==> src/rtl/lcd_stream_writer.sv <==
// Streams words from a first-word-fall-through FIFO onto an 8080-style LCD
// write bus, optionally holding frame-start words until the panel's tearing mark.
module lcd_stream_writer #(
    parameter int DATA_W     = 8,
    parameter int FIFO_DEPTH = 16,
    parameter int WR_LO      = 2,
    parameter int WR_HI      = 2,
    parameter int TE_TIMEOUT = 1048575
) (
    input  logic                        clk,
    input  logic                        rst_n,
    input  logic                        in_valid,
    output logic                        in_ready,
    input  logic [DATA_W-1:0]           in_data,
    input  logic                        in_rs,
    input  logic                        in_sof,
    input  logic                        te_en,
    output logic [DATA_W-1:0]           lcd_data,
    output logic                        lcd_rs,
    output logic                        lcd_wr,
    input  logic                        lcd_fmark,
    output logic                        busy,
    output logic [$clog2(FIFO_DEPTH):0] level,
    output logic                        te_timeout
);

    localparam int AW = $clog2(FIFO_DEPTH);
    localparam int LW = AW + 1;
    localparam int EW = DATA_W + 2;
    localparam int TW = $clog2(TE_TIMEOUT + 1);

    typedef enum logic [1:0] {
        S_IDLE      = 2'd0,
        S_TE_WAIT   = 2'd1,
        S_STROBE_LO = 2'd2,
        S_STROBE_HI = 2'd3
    } state_t;

    state_t            state_q, state_d;
    logic [EW-1:0]     mem_q [FIFO_DEPTH];
    logic [AW-1:0]     wr_ptr_q, wr_ptr_d;
    logic [AW-1:0]     rd_ptr_q, rd_ptr_d;
    logic [LW-1:0]     level_q, level_d;
    logic              ready_en_q, ready_en_d;
    logic              fm_sync1_q, fm_sync1_d;
    logic              fm_sync2_q, fm_sync2_d;
    logic              fm_prev_q, fm_prev_d;
    logic [3:0]        ph_cnt_q, ph_cnt_d;
    logic [TW-1:0]     te_cnt_q, te_cnt_d;
    logic [DATA_W-1:0] lcd_data_q, lcd_data_d;
    logic              lcd_rs_q, lcd_rs_d;
    logic              lcd_wr_q, lcd_wr_d;
    logic              te_timeout_q, te_timeout_d;

    logic              push_s;
    logic              pop_s;
    logic              start_s;
    logic              empty_s;
    logic              gate_s;
    logic              fm_rise_s;
    logic [EW-1:0]     head_s;

    assign head_s    = mem_q[rd_ptr_q];
    assign empty_s   = (level_q == {LW{1'b0}});
    // A frame-start word at the head waits for the tearing mark only when enabled.
    assign gate_s    = head_s[DATA_W+1] & te_en;
    assign fm_rise_s = fm_sync2_q & ~fm_prev_q;
    assign in_ready  = ready_en_q & (level_q != LW'(FIFO_DEPTH));
    assign push_s    = in_valid & in_ready;

    assign lcd_data   = lcd_data_q;
    assign lcd_rs     = lcd_rs_q;
    assign lcd_wr     = lcd_wr_q;
    assign te_timeout = te_timeout_q;
    assign level      = level_q;
    assign busy       = (~empty_s) | (state_q != S_IDLE);

    // FIFO pointers, occupancy, ready enable and fmark synchroniser next-state.
    always_comb begin
        ready_en_d = 1'b1;
        fm_sync1_d = lcd_fmark;
        fm_sync2_d = fm_sync1_q;
        fm_prev_d  = fm_sync2_q;
        if (push_s) begin
            wr_ptr_d = wr_ptr_q + AW'(1);
        end else begin
            wr_ptr_d = wr_ptr_q;
        end
        if (pop_s) begin
            rd_ptr_d = rd_ptr_q + AW'(1);
        end else begin
            rd_ptr_d = rd_ptr_q;
        end
        level_d = level_q + LW'(push_s) - LW'(pop_s);
    end

    // Write-strobe sequencer: dispatch, tearing wait, low and high phases.
    always_comb begin
        state_d      = state_q;
        ph_cnt_d     = ph_cnt_q;
        te_cnt_d     = te_cnt_q;
        lcd_data_d   = lcd_data_q;
        lcd_rs_d     = lcd_rs_q;
        lcd_wr_d     = lcd_wr_q;
        te_timeout_d = 1'b0;
        start_s      = 1'b0;
        pop_s        = 1'b0;
        case (state_q)
            S_IDLE: begin
                if (empty_s) begin
                    state_d = S_IDLE;
                end else if (gate_s) begin
                    state_d  = S_TE_WAIT;
                    te_cnt_d = {TW{1'b0}};
                end else begin
                    start_s = 1'b1;
                end
            end
            S_TE_WAIT: begin
                if (fm_rise_s) begin
                    start_s = 1'b1;
                end else if (te_cnt_q == TW'(TE_TIMEOUT - 1)) begin
                    start_s      = 1'b1;
                    te_timeout_d = 1'b1;
                end else begin
                    te_cnt_d = te_cnt_q + TW'(1);
                end
            end
            S_STROBE_LO: begin
                if (ph_cnt_q == 4'(WR_LO - 1)) begin
                    state_d  = S_STROBE_HI;
                    ph_cnt_d = 4'd0;
                    lcd_wr_d = 1'b1;
                end else begin
                    ph_cnt_d = ph_cnt_q + 4'd1;
                end
            end
            S_STROBE_HI: begin
                if (ph_cnt_q != 4'(WR_HI - 1)) begin
                    ph_cnt_d = ph_cnt_q + 4'd1;
                end else if (empty_s) begin
                    state_d = S_IDLE;
                end else if (gate_s) begin
                    state_d  = S_TE_WAIT;
                    te_cnt_d = {TW{1'b0}};
                end else begin
                    start_s = 1'b1;
                end
            end
            default: begin
                state_d  = S_IDLE;
                lcd_wr_d = 1'b1;
            end
        endcase
        // Popping the head and dropping the strobe happen on the same edge.
        if (start_s) begin
            pop_s      = 1'b1;
            state_d    = S_STROBE_LO;
            ph_cnt_d   = 4'd0;
            lcd_wr_d   = 1'b0;
            lcd_data_d = head_s[DATA_W-1:0];
            lcd_rs_d   = head_s[DATA_W];
        end else begin
            pop_s = 1'b0;
        end
    end

    // FIFO storage; contents are discarded on reset through the pointers.
    always_ff @(posedge clk) begin
        if (push_s) begin
            mem_q[wr_ptr_q] <= {in_sof, in_rs, in_data};
        end
    end

    // State, counter and output registers.
    always_ff @(posedge clk or negedge rst_n) begin
        if (!rst_n) begin
            state_q      <= S_IDLE;
            wr_ptr_q     <= {AW{1'b0}};
            rd_ptr_q     <= {AW{1'b0}};
            level_q      <= {LW{1'b0}};
            ready_en_q   <= 1'b0;
            fm_sync1_q   <= 1'b0;
            fm_sync2_q   <= 1'b0;
            fm_prev_q    <= 1'b0;
            ph_cnt_q     <= 4'd0;
            te_cnt_q     <= {TW{1'b0}};
            lcd_data_q   <= {DATA_W{1'b0}};
            lcd_rs_q     <= 1'b0;
            lcd_wr_q     <= 1'b1;
            te_timeout_q <= 1'b0;
        end else begin
            state_q      <= state_d;
            wr_ptr_q     <= wr_ptr_d;
            rd_ptr_q     <= rd_ptr_d;
            level_q      <= level_d;
            ready_en_q   <= ready_en_d;
            fm_sync1_q   <= fm_sync1_d;
            fm_sync2_q   <= fm_sync2_d;
            fm_prev_q    <= fm_prev_d;
            ph_cnt_q     <= ph_cnt_d;
            te_cnt_q     <= te_cnt_d;
            lcd_data_q   <= lcd_data_d;
            lcd_rs_q     <= lcd_rs_d;
            lcd_wr_q     <= lcd_wr_d;
            te_timeout_q <= te_timeout_d;
        end
    end

endmodule

==> config.mk <==
export PLATFORM = sky130hd
export DESIGN_NAME = lcd_stream_writer
export DESIGN_NICKNAME = d
export VERILOG_FILES = /design/src/rtl/lcd_stream_writer.sv
export SDC_FILE = /design/constraint.sdc
export NUM_CORES = 1
export LEC_CHECK = 0
export ABC_CLOCK_PERIOD_IN_PS = 3800
export CORE_AREA = 5 5 141 143
export DETAILED_ROUTE_END_ITERATION = 12
export DIE_AREA = 0 0 146 148
export PLACE_DENSITY = 0.63
export SLEW_MARGIN = 20
export SYNTH_ARGS = -nofsm -noshare
export SYNTH_HDL_FRONTEND = slang
export SYNTH_SLANG_ARGS = --single-unit
export TNS_END_PERCENT = 1
==> constraint.sdc <==
create_clock -name clk -period 3.8 [get_ports clk]
set_clock_uncertainty 0.15 [all_clocks]
set_input_delay 0.76 -clock clk [delete_from_list [all_inputs] [get_ports clk]]
set_output_delay 0.76 -clock clk [all_outputs]
set_load 0.02 [all_outputs]
==> results.md <==
- H-tree levels: 1
- Hold Buf Count CTS: 0
- Wire per inst: 21.20 µm
- IO Port Bufs: 32
- Clk pin slew, worst setup/hold paths: around 0.060 ns
- Post-synth top area cell: edfxtp_1
- Post-synth top cells: edfxtp_1, dfrtp_1, nand2_1
- Status: complete, no violations
- Post-synth EDFFs: 160
- Post-CTS setup repair buffer count: 0
- Core Region: roughly 18000 µm²
- Die area: around 22000 µm²
- Critical Path AT: approximately 3.5 ns
- Setup TNS: 0 ns
- Slew margin rel.: 0.4833
- P_leak: 0.003742 µW
- CTS Buf Count: 23
- Crit Path Max Fanout: 6
- Largest net degree at the start of global routing: 36
- Yosys warns: 0
- Clock root buffer master: clkbuf_16
- Via count: 4853
- CP required: between 4 and 5 ns
- Top area cells in the synthesized netlist: edfxtp_1, dfrtp_1, mux4_2
- Max Fclk: roughly 310 MHz
- Yosys reg bits: 214
- TritonRoute pass-1 iters: 4
- DIE HEIGHT: approximately 150 µm
- Setup repair after global routing missed its margin: false
- Slew Limit Fails: 0
- Internal: 5422 µW
- Ratio of cells with drive above 1 in the final layout: 0.2067
- Drt via density: between 5 and 6
- Final setup violating endpoints: 0
- Cell Rows: 50
- Antenna violations before repair: 0
- Sequential share of power: 0.398
- Yosys cell types: about 50
- Comb pwr share: 0.318
- Critical path type: flop to flop
- Drt first-iter violations: between 200 and 300
- Pwr dens: around 750 nW/µm²
- Clock share of power: 0.284
- CP Cell Sequence: inv_1 > ha_1 > nand4_1 > nor4_1 > buf_4 > a21oi_1 > nor2_1 > a31o_2 > nand2b_1 > nand2_1 > ha_1 > fa_1 > a21oi_1 > nor2_1 > nor2_1 > xnor2_1
- Routed Antenna Nets: 0
- Top cell by count, worst path: nor2_1
- Yosys top cell area share: 0.5287
- DP HPWL: ~12000 µm
- Slowest cell on crit path: dfrtp_1
- Most common cell in the netlist: edfxtp_1
- Sw Pwr: 2533 µW
- Antenna diodes: 0
- Drt total wl: about 18000 µm
- Max VDD drop: around 0.43 mV
- Vias in the first global route: approximately 5000
- Setup crit start kind: flop
- Starting density of the core: 0.4924
- Gr ovfl total: 0
- Largest delay contributor family on the critical path: adder cells
- Resized Gates After CTS: 0
- Nets: ~650
- DRC violations left: 0
- Core Util, Final: 0.5731
- Synth Flop Type: edfxtp_1
- Fin. Hold Viols: 0
- CTS tree: yes
- Clk buf depth: 3
- Clock sink count: 214
- Seq/Total Area, Yosys: 0.6775
- Least-Margin Pin Slew: about 0.77 ns
- Die W: approximately 150 µm
- Post-synthesis cell count: 549
- Min Hold Slack: about 0.062 ns
- Io pins: 33
- Worst hold-check path type: input pin to asynchronous set/reset pin
- CP bufs+invs: 2
- Mapped Nets: roughly 580
- Area Overhead vs Synth: 16.38%
- Global-route wire length before repair: ~29000 µm
- MaxCap Viol Count: 0
- Fraction of registers with async set/reset: 0.2523
- Gr usage total: 0.1745
- Net Sw Frac: 0.3184
- Routability Congestion: 0.8027
- Worst stage delay on the critical path: 0.41 ns
- Mapped cell area: ~9000 µm²
- Syn avg cell area: between 15 and 20 µm²
- Final worst path period share: 0.8435
- Crit end category: flop
- Tmin final: about 3.2 ns
- Worst skew pair latency: ~0.5 ns
[registers in the layout, indices dropped and copies added, names as in the netlist, 2 cells and up]
signal	cells
mem_q	160
te_cnt_q	20
lcd_data	8
level	5
ph_cnt_q	4
rd_ptr_q	4
wr_ptr_q	4
state_q	2
[worst register-to-register path, cell delays in order, from the launching register on]
cell and delay, ns:
dfrtp_1 0.41, inv_1 0.08, ha_1 0.27, nand4_1 0.12, nor4_1 0.06, buf_4 0.14, a21oi_1 0.29, nor2_1 0.10
a31o_2 0.24, nand2b_1 0.14, nand2_1 0.07, ha_1 0.21, fa_1 0.40, a21oi_1 0.17, nor2_1 0.05, nor2_1 0.11
xnor2_1 0.13
[kinds of logic (layout without fill, tap and decap cells)]
group | Yosys count | in the layout | share of synthesized area
flops | 214 | 214 | 0.6775
mux | 51 | 51 | 0.1209
buf+inv | 46 | 126 | 0.02175
other cells | 1 | 1 | 0.0004127
compound gates | 55 | 55 | 0.05852
fa+ha+maj | 20 | 20 | 0.02836
simple gates | 139 | 139 | 0.07036
xor+xnor | 23 | 23 | 0.02217
[worst paths after layout]
kind,endpoint,slack [ns],depth (start not counted),startpoint
min in group clk,fm_prev_d,0.21,0,fm_sync1_q
worst max register to register,level[4],0.59,16,state_q[1]
max in group asynchronous,lcd_wr,2.58,2,rst_n
worst min-delay path,te_cnt_q[8],0.06,1,rst_n
worst max-delay path,level[4],0.59,16,state_q[1]
worst min register to register,fm_prev_d,0.21,0,fm_sync1_q
[layout by cell type (no fill, tap or decap), types with 19 or more instances in the layout]
cell             count
edfxtp_1           160
dfrtp_1             52
nand2_1             48
mux4_2              47
nor2_1              44
clkdlybuf4s50_1     31
buf_4               29
inv_1               23
clkbuf_16           23
xnor2_1             21
ha_1                19
[metrics by stage]
step | cells | setup WS [ns] | instance area (µm²) | power (µW)
2_1_floorplan | 549 | 0.4270 | 9087 | 5018
3_3_place_gp | 821 | 0.3082 | 9803 | 5692
3_5_place_dp | 821 | 0.2352 | 9803 | 5783
4_1_cts | 863 | 0.5919 | 10580 | 8060
5_1_grt | 863 | 0.3413 | 10580 | 8419
6_report | 863 | 0.5948 | 10580 | 7954
[routing by layer]
| metal | track usage | wire, µm |
|---|---|---|
| met1 | 0.2349 | 7779 |
| met2 | 0.3036 | 9382 |
| met4 | 0.04327 | 384 |
| met5 | 0 | 0 |
| met3 | 0.02514 | 752 |
[area by class of cell]
class	instances	area, µm²
clock buffer	27	600.6
multi-input combinational	289	2733
fill	1387	7879
timing repair buffer	61	533.0
clock inverter	15	172.7
sequential	214	6158
tap	234	292.8
inverter	23	86.33
[power groups by stage]
stage               clock network, µW  registers (µW)  logic (µW)
finish                           2260            3160        2530
global placement                    0            3190        2500
floorplan                           0            3170        1850
CTS                              2310            3170        2580
global route                     2420            3210        2790
detailed placement                  0            3210        2570
No activity file was read; power rests on OpenSTA's default activity.
